## src/rtl/difftest_step_arbiter_pkg.sv

```systemverilog
// difftest_step_arb_pkg: shared result codes, FSM state encoding and width helper
// for the difftest step-channel arbiter.
package difftest_step_arb_pkg;

    localparam logic [7:0] SIMV_CONT = 8'd0;
    localparam logic [7:0] SIMV_DONE = 8'd1;
    localparam logic [7:0] SIMV_FAIL = 8'd2;

    typedef enum logic [1:0] {
        ST_IDLE = 2'd0,
        ST_REQ  = 2'd1,
        ST_WAIT = 2'd2,
        ST_HALT = 2'd3
    } arb_state_e;

    // Core index width, kept at least one bit so a single-core build still has a port.
    function automatic int core_w(input int n);
        return (n > 1) ? $clog2(n) : 1;
    endfunction

endpackage

```

## src/rtl/difftest_step_arbiter_if.sv

```systemverilog
// difftest_step_arbiter_if: nstep request / checker result channel.
//   req_valid, req_core, req_step : request from arbiter (master) to checker
//   req_ready                     : checker accepts the request
//   rsp_valid, rsp_result         : checker verdict back to the arbiter
interface difftest_step_arbiter_if
    import difftest_step_arb_pkg::*;
#(
    parameter int NUM_CORES = 2,
    parameter int STEP_W    = 8
);
    logic                         req_valid;
    logic                         req_ready;
    logic [core_w(NUM_CORES)-1:0] req_core;
    logic [STEP_W-1:0]            req_step;
    logic                         rsp_valid;
    logic [7:0]                   rsp_result;

    modport master (
        output req_valid, req_core, req_step,
        input  req_ready, rsp_valid, rsp_result
    );

    modport slave (
        input  req_valid, req_core, req_step,
        output req_ready, rsp_valid, rsp_result
    );
endinterface

```

## src/rtl/difftest_step_arbiter_rr_arbiter.sv

```systemverilog
// difftest_rr_arbiter: combinational round-robin pick.
//   req  : per-core request vector
//   last : index of the most recently granted core
//   gnt  : one-hot grant, idx : granted index, any : some request present
// Priority starts just above `last` and wraps around to core 0.
module difftest_rr_arbiter #(
    parameter int N = 2,
    parameter int W = 1
) (
    input  logic [N-1:0] req,
    input  logic [W-1:0] last,
    output logic [N-1:0] gnt,
    output logic [W-1:0] idx,
    output logic         any
);
    always_comb begin
        idx = '0;
        any = |req;
        for (int i = N - 1; i >= 0; i--)
            if (req[i]) idx = W'(i);
        // second pass overrides with the lowest requester above `last`, if any
        for (int i = N - 1; i >= 0; i--)
            if (req[i] && W'(i) > last) idx = W'(i);
        gnt = any ? (N'(1) << idx) : '0;
    end
endmodule

```

## src/rtl/difftest_step_arbiter.sv

```systemverilog
// difftest_step_arbiter: shares one difftest nstep checker channel between cores.
//   clock, reset_n   : clock and asynchronous active-low reset
//   step_in          : per-core committed steps this cycle, core i at [i*STEP_W +: STEP_W]
//   bus (master)     : nstep request out, checker result in
//   done, fail       : sticky status; fail_core names the first failing core
//   stuck_limit/stuck: per-core no-progress watchdog (0 disables)
// Optional feature macro: DIFFTEST_STEP_ARB_STUCK_EN enables the watchdog timers;
// without it `stuck` is constant 0.
module difftest_step_arbiter
    import difftest_step_arb_pkg::*;
#(
    parameter int NUM_CORES = 2,
    parameter int STEP_W    = 8,
    parameter int ACC_W     = 16,
    parameter int STUCK_W   = 32
) (
    input  logic                          clock,
    input  logic                          reset_n,
    input  logic [NUM_CORES*STEP_W-1:0]   step_in,
    difftest_step_arbiter_if.master       bus,
    output logic                          done,
    output logic                          fail,
    output logic [core_w(NUM_CORES)-1:0]  fail_core,
    input  logic [STUCK_W-1:0]            stuck_limit,
    output logic                          stuck
);
    localparam int CORE_W = core_w(NUM_CORES);
    localparam logic [1:0] S_IDLE = ST_IDLE;
    localparam logic [1:0] S_REQ  = ST_REQ;
    localparam logic [1:0] S_WAIT = ST_WAIT;
    localparam logic [1:0] S_HALT = ST_HALT;
    localparam logic [ACC_W-1:0] STEP_MAX = ACC_W'({STEP_W{1'b1}});

    logic [1:0]           state;
    logic [ACC_W-1:0]     acc    [NUM_CORES];
    logic [ACC_W-1:0]     acc_nx [NUM_CORES];
    logic [ACC_W:0]       sum    [NUM_CORES];
    logic [NUM_CORES-1:0] pend, ovf, gnt;
    logic [CORE_W-1:0]    last, gnt_idx, ovf_core;
    logic                 gnt_any, hs, rsp_hit, rsp_bad;
    logic [ACC_W-1:0]     sel_acc;
    logic [STEP_W-1:0]    step_cap;

    assign bus.req_valid = state == S_REQ;
    assign hs            = state == S_REQ && bus.req_ready;
    assign rsp_hit       = state == S_WAIT && bus.rsp_valid;
    assign rsp_bad       = rsp_hit && bus.rsp_result != SIMV_CONT && bus.rsp_result != SIMV_DONE;
    assign step_cap      = sel_acc > STEP_MAX ? {STEP_W{1'b1}} : sel_acc[STEP_W-1:0];

    // Add this cycle's steps, remove what the handshake dequeued; one extra bit catches overflow.
    always_comb begin
        sum      = '{default: '0};
        acc_nx   = '{default: '0};
        ovf      = '0;
        ovf_core = '0;
        for (int i = NUM_CORES - 1; i >= 0; i--) begin
            sum[i]    = {1'b0, acc[i]} + (ACC_W+1)'(step_in[i*STEP_W +: STEP_W])
                      - ((hs && bus.req_core == CORE_W'(i)) ? (ACC_W+1)'(bus.req_step) : '0);
            ovf[i]    = sum[i][ACC_W];
            acc_nx[i] = ovf[i] ? '1 : sum[i][ACC_W-1:0];
            if (ovf[i]) ovf_core = CORE_W'(i);
        end
    end

    always_comb begin
        pend = '0;
        for (int i = 0; i < NUM_CORES; i++)
            pend[i] = acc[i] != '0;
    end

    always_comb begin
        sel_acc = '0;
        for (int i = 0; i < NUM_CORES; i++)
            sel_acc = sel_acc | (gnt[i] ? acc[i] : '0);
    end

    difftest_rr_arbiter #(.N(NUM_CORES), .W(CORE_W)) u_rr (
        .req  (pend),
        .last (last),
        .gnt  (gnt),
        .idx  (gnt_idx),
        .any  (gnt_any)
    );

    always_ff @(posedge clock or negedge reset_n) begin
        if (!reset_n) begin
            state        <= S_IDLE;
            last         <= CORE_W'(NUM_CORES - 1);
            bus.req_core <= '0;
            bus.req_step <= '0;
            done         <= 1'b0;
            fail         <= 1'b0;
            fail_core    <= '0;
            for (int i = 0; i < NUM_CORES; i++) acc[i] <= '0;
        end else begin
            for (int i = 0; i < NUM_CORES; i++) acc[i] <= acc_nx[i];
            if (rsp_hit && bus.rsp_result == SIMV_DONE) done <= 1'b1;
            // only the first failure is recorded; overflow wins a same-cycle tie
            if (!fail && (|ovf || rsp_bad)) begin
                fail      <= 1'b1;
                fail_core <= |ovf ? ovf_core : bus.req_core;
            end
            case (state)
                S_IDLE: begin
                    if (fail) state <= S_HALT;
                    else if (gnt_any) begin
                        state        <= S_REQ;
                        bus.req_core <= gnt_idx;
                        bus.req_step <= step_cap;
                    end
                end
                S_REQ: begin
                    if (bus.req_ready) begin
                        state <= S_WAIT;
                        last  <= bus.req_core;
                    end
                end
                S_WAIT: if (bus.rsp_valid) state <= rsp_bad ? S_HALT : S_IDLE;
                default: state <= S_HALT;
            endcase
        end
    end

`ifdef DIFFTEST_STEP_ARB_STUCK_EN
    logic [STUCK_W-1:0] timer [NUM_CORES];
    logic               hit;

    always_comb begin
        hit = 1'b0;
        for (int i = 0; i < NUM_CORES; i++)
            if (timer[i] >= stuck_limit) hit = 1'b1;
        hit = hit && stuck_limit != '0;
    end

    always_ff @(posedge clock or negedge reset_n) begin
        if (!reset_n) begin
            stuck <= 1'b0;
            for (int i = 0; i < NUM_CORES; i++) timer[i] <= '0;
        end else begin
            stuck <= stuck | hit;
            for (int i = 0; i < NUM_CORES; i++)
                timer[i] <= step_in[i*STEP_W +: STEP_W] != '0 ? '0 : (&timer[i] ? timer[i] : timer[i] + 1'b1);
        end
    end
`else
    // watchdog absent: the limit is folded in only so it is not a dangling input
    assign stuck = 1'b0 & (|stuck_limit);
`endif
endmodule

```

## src/flat_wrapper.sv

```systemverilog
// flat-port wrapper written by rule: the top's interface ports become plain ports
module difftest_step_arbiter_flat import difftest_step_arb_pkg::*;
#(
    parameter int NUM_CORES = 2,
    parameter int STEP_W    = 8,
    parameter int ACC_W     = 16,
    parameter int STUCK_W   = 32
)
  (clock, reset_n, step_in, done, fail, fail_core, stuck_limit, stuck, bus_req_valid, bus_req_core, bus_req_step, bus_req_ready, bus_rsp_valid, bus_rsp_result);
  difftest_step_arbiter_if #(.NUM_CORES(NUM_CORES), .STEP_W(STEP_W)) bus_i ();
  input  logic clock;
  input  logic reset_n;
  input  logic [NUM_CORES*STEP_W-1:0] step_in;
  output logic done;
  output logic fail;
  output logic [core_w(NUM_CORES)-1:0] fail_core;
  input  logic [STUCK_W-1:0] stuck_limit;
  output logic stuck;
  output wire logic [$bits(bus_i.req_valid)-1:0] bus_req_valid;
  output wire logic [$bits(bus_i.req_core)-1:0] bus_req_core;
  output wire logic [$bits(bus_i.req_step)-1:0] bus_req_step;
  input wire logic [$bits(bus_i.req_ready)-1:0] bus_req_ready;
  input wire logic [$bits(bus_i.rsp_valid)-1:0] bus_rsp_valid;
  input wire logic [$bits(bus_i.rsp_result)-1:0] bus_rsp_result;
  assign bus_req_valid = bus_i.req_valid;
  assign bus_req_core = bus_i.req_core;
  assign bus_req_step = bus_i.req_step;
  assign bus_i.req_ready = bus_req_ready;
  assign bus_i.rsp_valid = bus_rsp_valid;
  assign bus_i.rsp_result = bus_rsp_result;
  difftest_step_arbiter #(.NUM_CORES(NUM_CORES), .STEP_W(STEP_W), .ACC_W(ACC_W), .STUCK_W(STUCK_W)) u_core (.clock(clock), .reset_n(reset_n), .step_in(step_in), .bus(bus_i), .done(done), .fail(fail), .fail_core(fail_core), .stuck_limit(stuck_limit), .stuck(stuck));
endmodule
```

## config.mk

```make
export PLATFORM = sky130hd
export DESIGN_NAME = difftest_step_arbiter_flat
export DESIGN_NICKNAME = d
export VERILOG_FILES = /design/src/rtl/difftest_step_arbiter_pkg.sv /design/src/rtl/difftest_step_arbiter_if.sv /design/src/rtl/difftest_step_arbiter_rr_arbiter.sv /design/src/rtl/difftest_step_arbiter.sv /design/src/flat_wrapper.sv
export SDC_FILE = /design/constraint.sdc
export NUM_CORES = 1
export LEC_CHECK = 0
export ABC_AREA = 0
export CORE_UTILIZATION = 51
export DETAILED_ROUTE_END_ITERATION = 6
export PLACE_DENSITY = 0.77
export SKIP_LAST_GASP = 1
export SLEW_MARGIN = 40
export SYNTH_ARGS = -nofsm -noshare
export SYNTH_HDL_FRONTEND = slang
export SYNTH_SLANG_ARGS = --single-unit
```

## constraint.sdc

```tcl
create_clock -name clock -period 8.76 [get_ports clock]
set_clock_uncertainty 0.05 [all_clocks]
set_input_delay 1.752 -clock clock [delete_from_list [all_inputs] [get_ports clock]]
set_output_delay 1.752 -clock clock [all_outputs]
set_load 0.03 [all_outputs]
```

* Word level (Yosys, flattened, before mapping)
Index checks and enable logic that the tools add are counted.
** Word-level totals
- Input bits :: 60
- Output and inout bits :: 14
- Word-level logic and storage cells :: 69
- Register bits after elaboration :: 47
** Cells by class
- Shifts and indexed selects :: 1
- Bitwise gates (word level) :: 3
- Reduce and logical (&&, ||, !) cells :: 21
- Equal/unequal tests :: 7
- Add/subtract/negate cells :: 4
- Mux-type cells :: 21
- Order comparisons :: 3
** Operators by type and width (count)
- 2-to-1 mux 16 bit :: 4
- adder 16 x 8 -> 17 bit :: 2
- subtractor 17 bit :: 2
- nonzero test 16 bit :: 2
- 2-to-1 mux 8 bit :: 3
- > comparator 16 x 8 -> 1 bit, second input constant :: 1
- bitwise OR 16 bit :: 1
- 2-to-1 mux 2 bit :: 6
- logical AND 1 bit :: 10
- == test 8 x 1 -> 1 bit, second input constant :: 1
- != test 8 x 1 -> 1 bit, second input constant :: 1
- nonzero test 8 bit :: 1
- 2-to-1 mux 1 bit :: 7
- one-hot mux 2 bit (3 select lines) :: 1
- AND reduction 3 bit :: 2
- OR reduction 2 bit :: 2
- != test 3 x 1 -> 1 bit, second input constant :: 1
- == test 2 x 1 -> 1 bit, second input constant :: 1
- == test 2 bit, second input constant :: 1
- > comparator 1 bit, first input constant :: 2
- zero test 2 bit :: 1
- != test 2 x 1 -> 1 bit, second input constant :: 1
- != test 2 bit, second input constant :: 1
- NOT 1 bit :: 2
- 4 further kinds :: 4

* Depth between registers and ports, before layout
- Word-level depth :: 11
- Depth in mapped cells :: 18
- Gate-level depth less buffers :: 15

* Hierarchy
From an unflattened synthesis, not the netlist that was laid out.
** Unflattened totals
- Cell total of the unflattened synthesis :: 511
- Area, all modules :: 4277.9 µm²
** By module, submodules not included
- difftest_step_arbiter :: instances 1, area an instance 4245.3 µm², cells each 506, sequential area each 1177.4 µm²
- difftest_rr_arbiter :: instances 1, area an instance 32.5 µm², cells each 5, sequential area each 0.0 µm²

* Worst setup path after synthesis
Ideal clock, no wire load.
- Kind :: input -> register
- Start :: input port bus_req_ready
- End :: register u_core.acc[13] in the netlist's numbering
- Path slack :: 4.193 ns
- Cell stages on the path :: 12
- Buffers on the path :: 1
- Library setup time :: 0.156 ns
- Required time :: 8.554 ns
- Arrival time :: 4.362 ns
- Cells stage by stage :: and3_1 -> clkbuf_1 -> and2_1 -> fa_1 -> inv_1 -> ha_1 -> a21o_1 -> and4_1 -> or2_2 -> a221oi_2 -> and4bb_2 -> o311ai_0
** RTL lines
- start: declaration :: RTL line flat_wrapper.sv:22 : input wire logic [$bits(bus_i.req_ready)-1:0] bus_req_ready;
- end: declaration :: RTL line difftest_step_arbiter.sv:35 : logic [ACC_W-1:0] acc [NUM_CORES];

==> flow_summary.json <==
{
  "status": "complete, no violations",
  "portBuffers": 40,
  "hpwlAfterDp_mm": 7.97,
  "synth_top_area_cell": "dfrtp_1",
  "grt.overflow.total": 0,
  "syn_inst": 504,
  "die-area_um2": 8730,
  "die_y_um": 93.4,
  "worstSetupPathType": "input pin to flop",
  "totalWireLength_mm": 10.1,
  "post-route-period-util": 0.641,
  "fmax_mhz": 178,
  "wl_per_cell_um": 15.7,
  "tns_ns": 0,
  "layout-drive-gt1-share": 0.0350,
  "finalHoldViolations": 0,
  "numClockSinks": 47,
  "startpoint_type": "input pin",
  "reg2regPathDepth": 11,
  "post_cts_resized": 0,
  "drv_slew": 0,
  "holdCritPathClass": "flop to flop",
  "pre_cts_slack_ns": 2.87,
  "die_w_um": 93.4,
  "stdcell_area_um2": 4810,
  "holdPathEnd": "u_core.done$_DFFE_PN0P_",
  "synth_seq_area_share": 0.276,
  "p_int_uw": 904,
  "grt_pass1_wl_mm": 16.9,
  "p_comb_frac": 0.727,
  "synth_warnings": 0,
  "seqPwrFrac": 0.199,
  "antenna_found_initial": 0,
  "clockRootBuffer": "clkbuf_8",
  "r2r_start": "u_core.state[0]$_DFFE_PN0P_",
  "syn_area_um2": 4260,
  "drtIter0Drc": 173,
  "synth-edff-count": 0,
  "crit_required_ns": 8.83,
  "first_global_vias": 3607,
  "start_util": 0.540,
  "tritoncts": "done",
  "cts_max_path_buffers": 2,
  "swShare": 0.502,
  "setup_viol": 0,
  "yosysMostFrequentCell": "inv_1",
  "cts_buffers": 5,
  "post_cts_buffers": 0,
  "power_density_nw_per_um2": 377,
  "antenna_cells": 0,
  "worstMarginPinSlew_ns": 0.765,
  "power_frac_clock": 0.073,
  "syn_avg_cell_area_um2": 8.46,
  "synthTopCellsByArea": "dfrtp_1 (27%), ha_1 (12%), inv_1 (8.0%), fa_1 (7.5%), a21oi_1 (3.2%)",
  "cap_violations": 0,
  "path_max_fanout": 18,
  "cts_hold_buf": 0,
  "r2r-end": "u_core.acc[13]$_DFF_PN0_",
  "rsz0062_at_grt": "false",
  "syn_to_final_growth_pct": 13.0,
  "synth_cell_type_count": 61,
  "power_switching_uw": 910,
  "cp-end-kind": "flop",
  "dpl_cell_area_um2": 4730,
  "syn_nets": 622,
  "min_period_ns": 5.62,
  "setup_ws_ns": 3.14,
  "clock_latency_ns": 0.30,
  "core_area_um2": 7890,
  "synth_flop_cell": "dfrtp_1",
  "hold_start": "u_core.done$_DFFE_PN0P_",
  "clk_pin_slew_ns": 0.10,
  "yosysTopAreaCellShare": 0.270,
  "grtUsageTotal": 0.246,
  "drcViolationCount": 0,
  "rrSetupSlack_ns": 4.40,
  "vias": 3745,
  "synthArstFlopShare": 1.00,
  "gp_congestion": 0.935,
  "viasPerCell": 5.81,
  "p_leak_uw": 0.00237,
  "grt_start_max_net_pins": 48,
  "arrival_ns": 5.69,
  "hold_depth": 1,
  "num_rows": 32,
  "dr.pass1.iters": 4,
  "relSlewSlack": 0.490,
  "peakVddDrop_mv": 0.169,
  "yosys-top-cells-count": "inv_1 (91), dfrtp_1 (46), ha_1 (42)",
  "synth-seq-cells": 47,
  "ctsHtreeMaxLevel": 2,
  "io_pins": 74,
  "final_nets": 660,
  "postRouteAntennaNets": 0
}
area by class of cell:
cell class	instances	area, µm²
clock buffer	7	76.3
fill	687	3070
clock inverter	1	5.00
sequential	47	1180
timing repair buffer	40	398
inverter	91	342
tap	102	128
multi-input combinational	357	2690
layer usage:
layer	vias up	track usage	routed length, µm
met3	15	0.0333	495
met2	119	0.414	4740
met4	0	0.0654	171
li1	1810	-	-
met5	-	0	0
met1	1801	0.333	4690
logic make-up after synthesis:
| kind of cell | after synthesis | synth area share |
|---|---|---|
| multiplexers | 1 | 0.00235 |
| XOR/XNOR | 17 | 0.0349 |
| AND/OR/NAND/NOR | 157 | 0.199 |
| other | 1 | 0.000880 |
| flip-flops | 47 | 0.276 |
| AO/OA/AOI/OAI | 123 | 0.195 |
| adder cells (fa/ha/maj) | 58 | 0.198 |
| buffers and inverters | 100 | 0.0934 |
worst max path at each step:
stage                              from                        to  slack, ns  cells after the start
after floorplan           bus_req_ready  u_core.acc[13]$_DFF_PN0_       4.19                     12
after global placement    bus_req_ready  u_core.acc[19]$_DFF_PN0_       2.67                     12
after detailed placement  bus_req_ready  u_core.acc[13]$_DFF_PN0_       2.87                     11
after CTS                 bus_req_ready  u_core.acc[13]$_DFF_PN0_       3.16                     11
after global routing      bus_req_ready  u_core.acc[13]$_DFF_PN0_       2.93                     11
final                     bus_req_ready  u_core.acc[13]$_DFF_PN0_       3.14                     11
worst max-delay path, stage by stage:
cell and delay [ns]:
clkdlybuf4s50_1 0.53, and3_1 0.32, and2_1 0.19, fa_1 0.46, fa_1 0.47, nand2b_1 0.18
a21o_1 0.18, a31oi_1 0.44, and4b_1 0.32, or3_1 0.56, o311ai_0 0.28
placed cells by master (no fill, tap or decap), drive strengths merged, types with 3 or more instances in the layout:
cell type / n
o21ai: 22
a211oi: 6
o21a: 7
nand2: 28
o21bai: 4
a21o: 10
clkbuf: 7
and3: 3
clkdlybuf4s50: 39
or3: 6
o211ai: 5
nor2: 31
ha: 42
a211o: 3
nor2b: 9
xnor2: 9
xor2: 8
nor3: 10
a21oi: 28
nand4: 4
fa: 16
inv: 91
nand3: 15
dfrtp: 46
nand3b: 3
nand2b: 7
a22oi: 9
and2: 17
and4: 3
a31oi: 10
o31a: 3
nor4: 8
a31o: 3
state kept, by name, summed over array words and instances, names as in the netlist:
register             flops
u_core.fail              1
u_core.bus.req_step      8
u_core.last              1
u_core.state             2
u_core.fail_core         1
u_core.acc              32
u_core.done              1
u_core.bus.req_core      1
per-stage QoR:
stage	total power, µW	instances	hold WS (ns)	util
floorplan	1390	504	0.457	-
global placement	1620	637	0.402	0.599
detailed placement	1660	637	0.404	0.600
CTS	1800	645	0.423	0.610
global route	2000	645	0.443	0.610
finish	1810	645	0.419	0.610
power by group through the flow:
| stage | clock network, µW | logic, µW | registers, µW |
|---|---|---|---|
| final | 133 | 1320 | 362 |
| after global routing | 143 | 1490 | 368 |
| after CTS | 133 | 1310 | 361 |
| after detailed placement | 0 | 1300 | 365 |
| after global placement | 0 | 1250 | 365 |
| after floorplan | 0 | 1050 | 340 |
(Power assumes the default switching activity.)
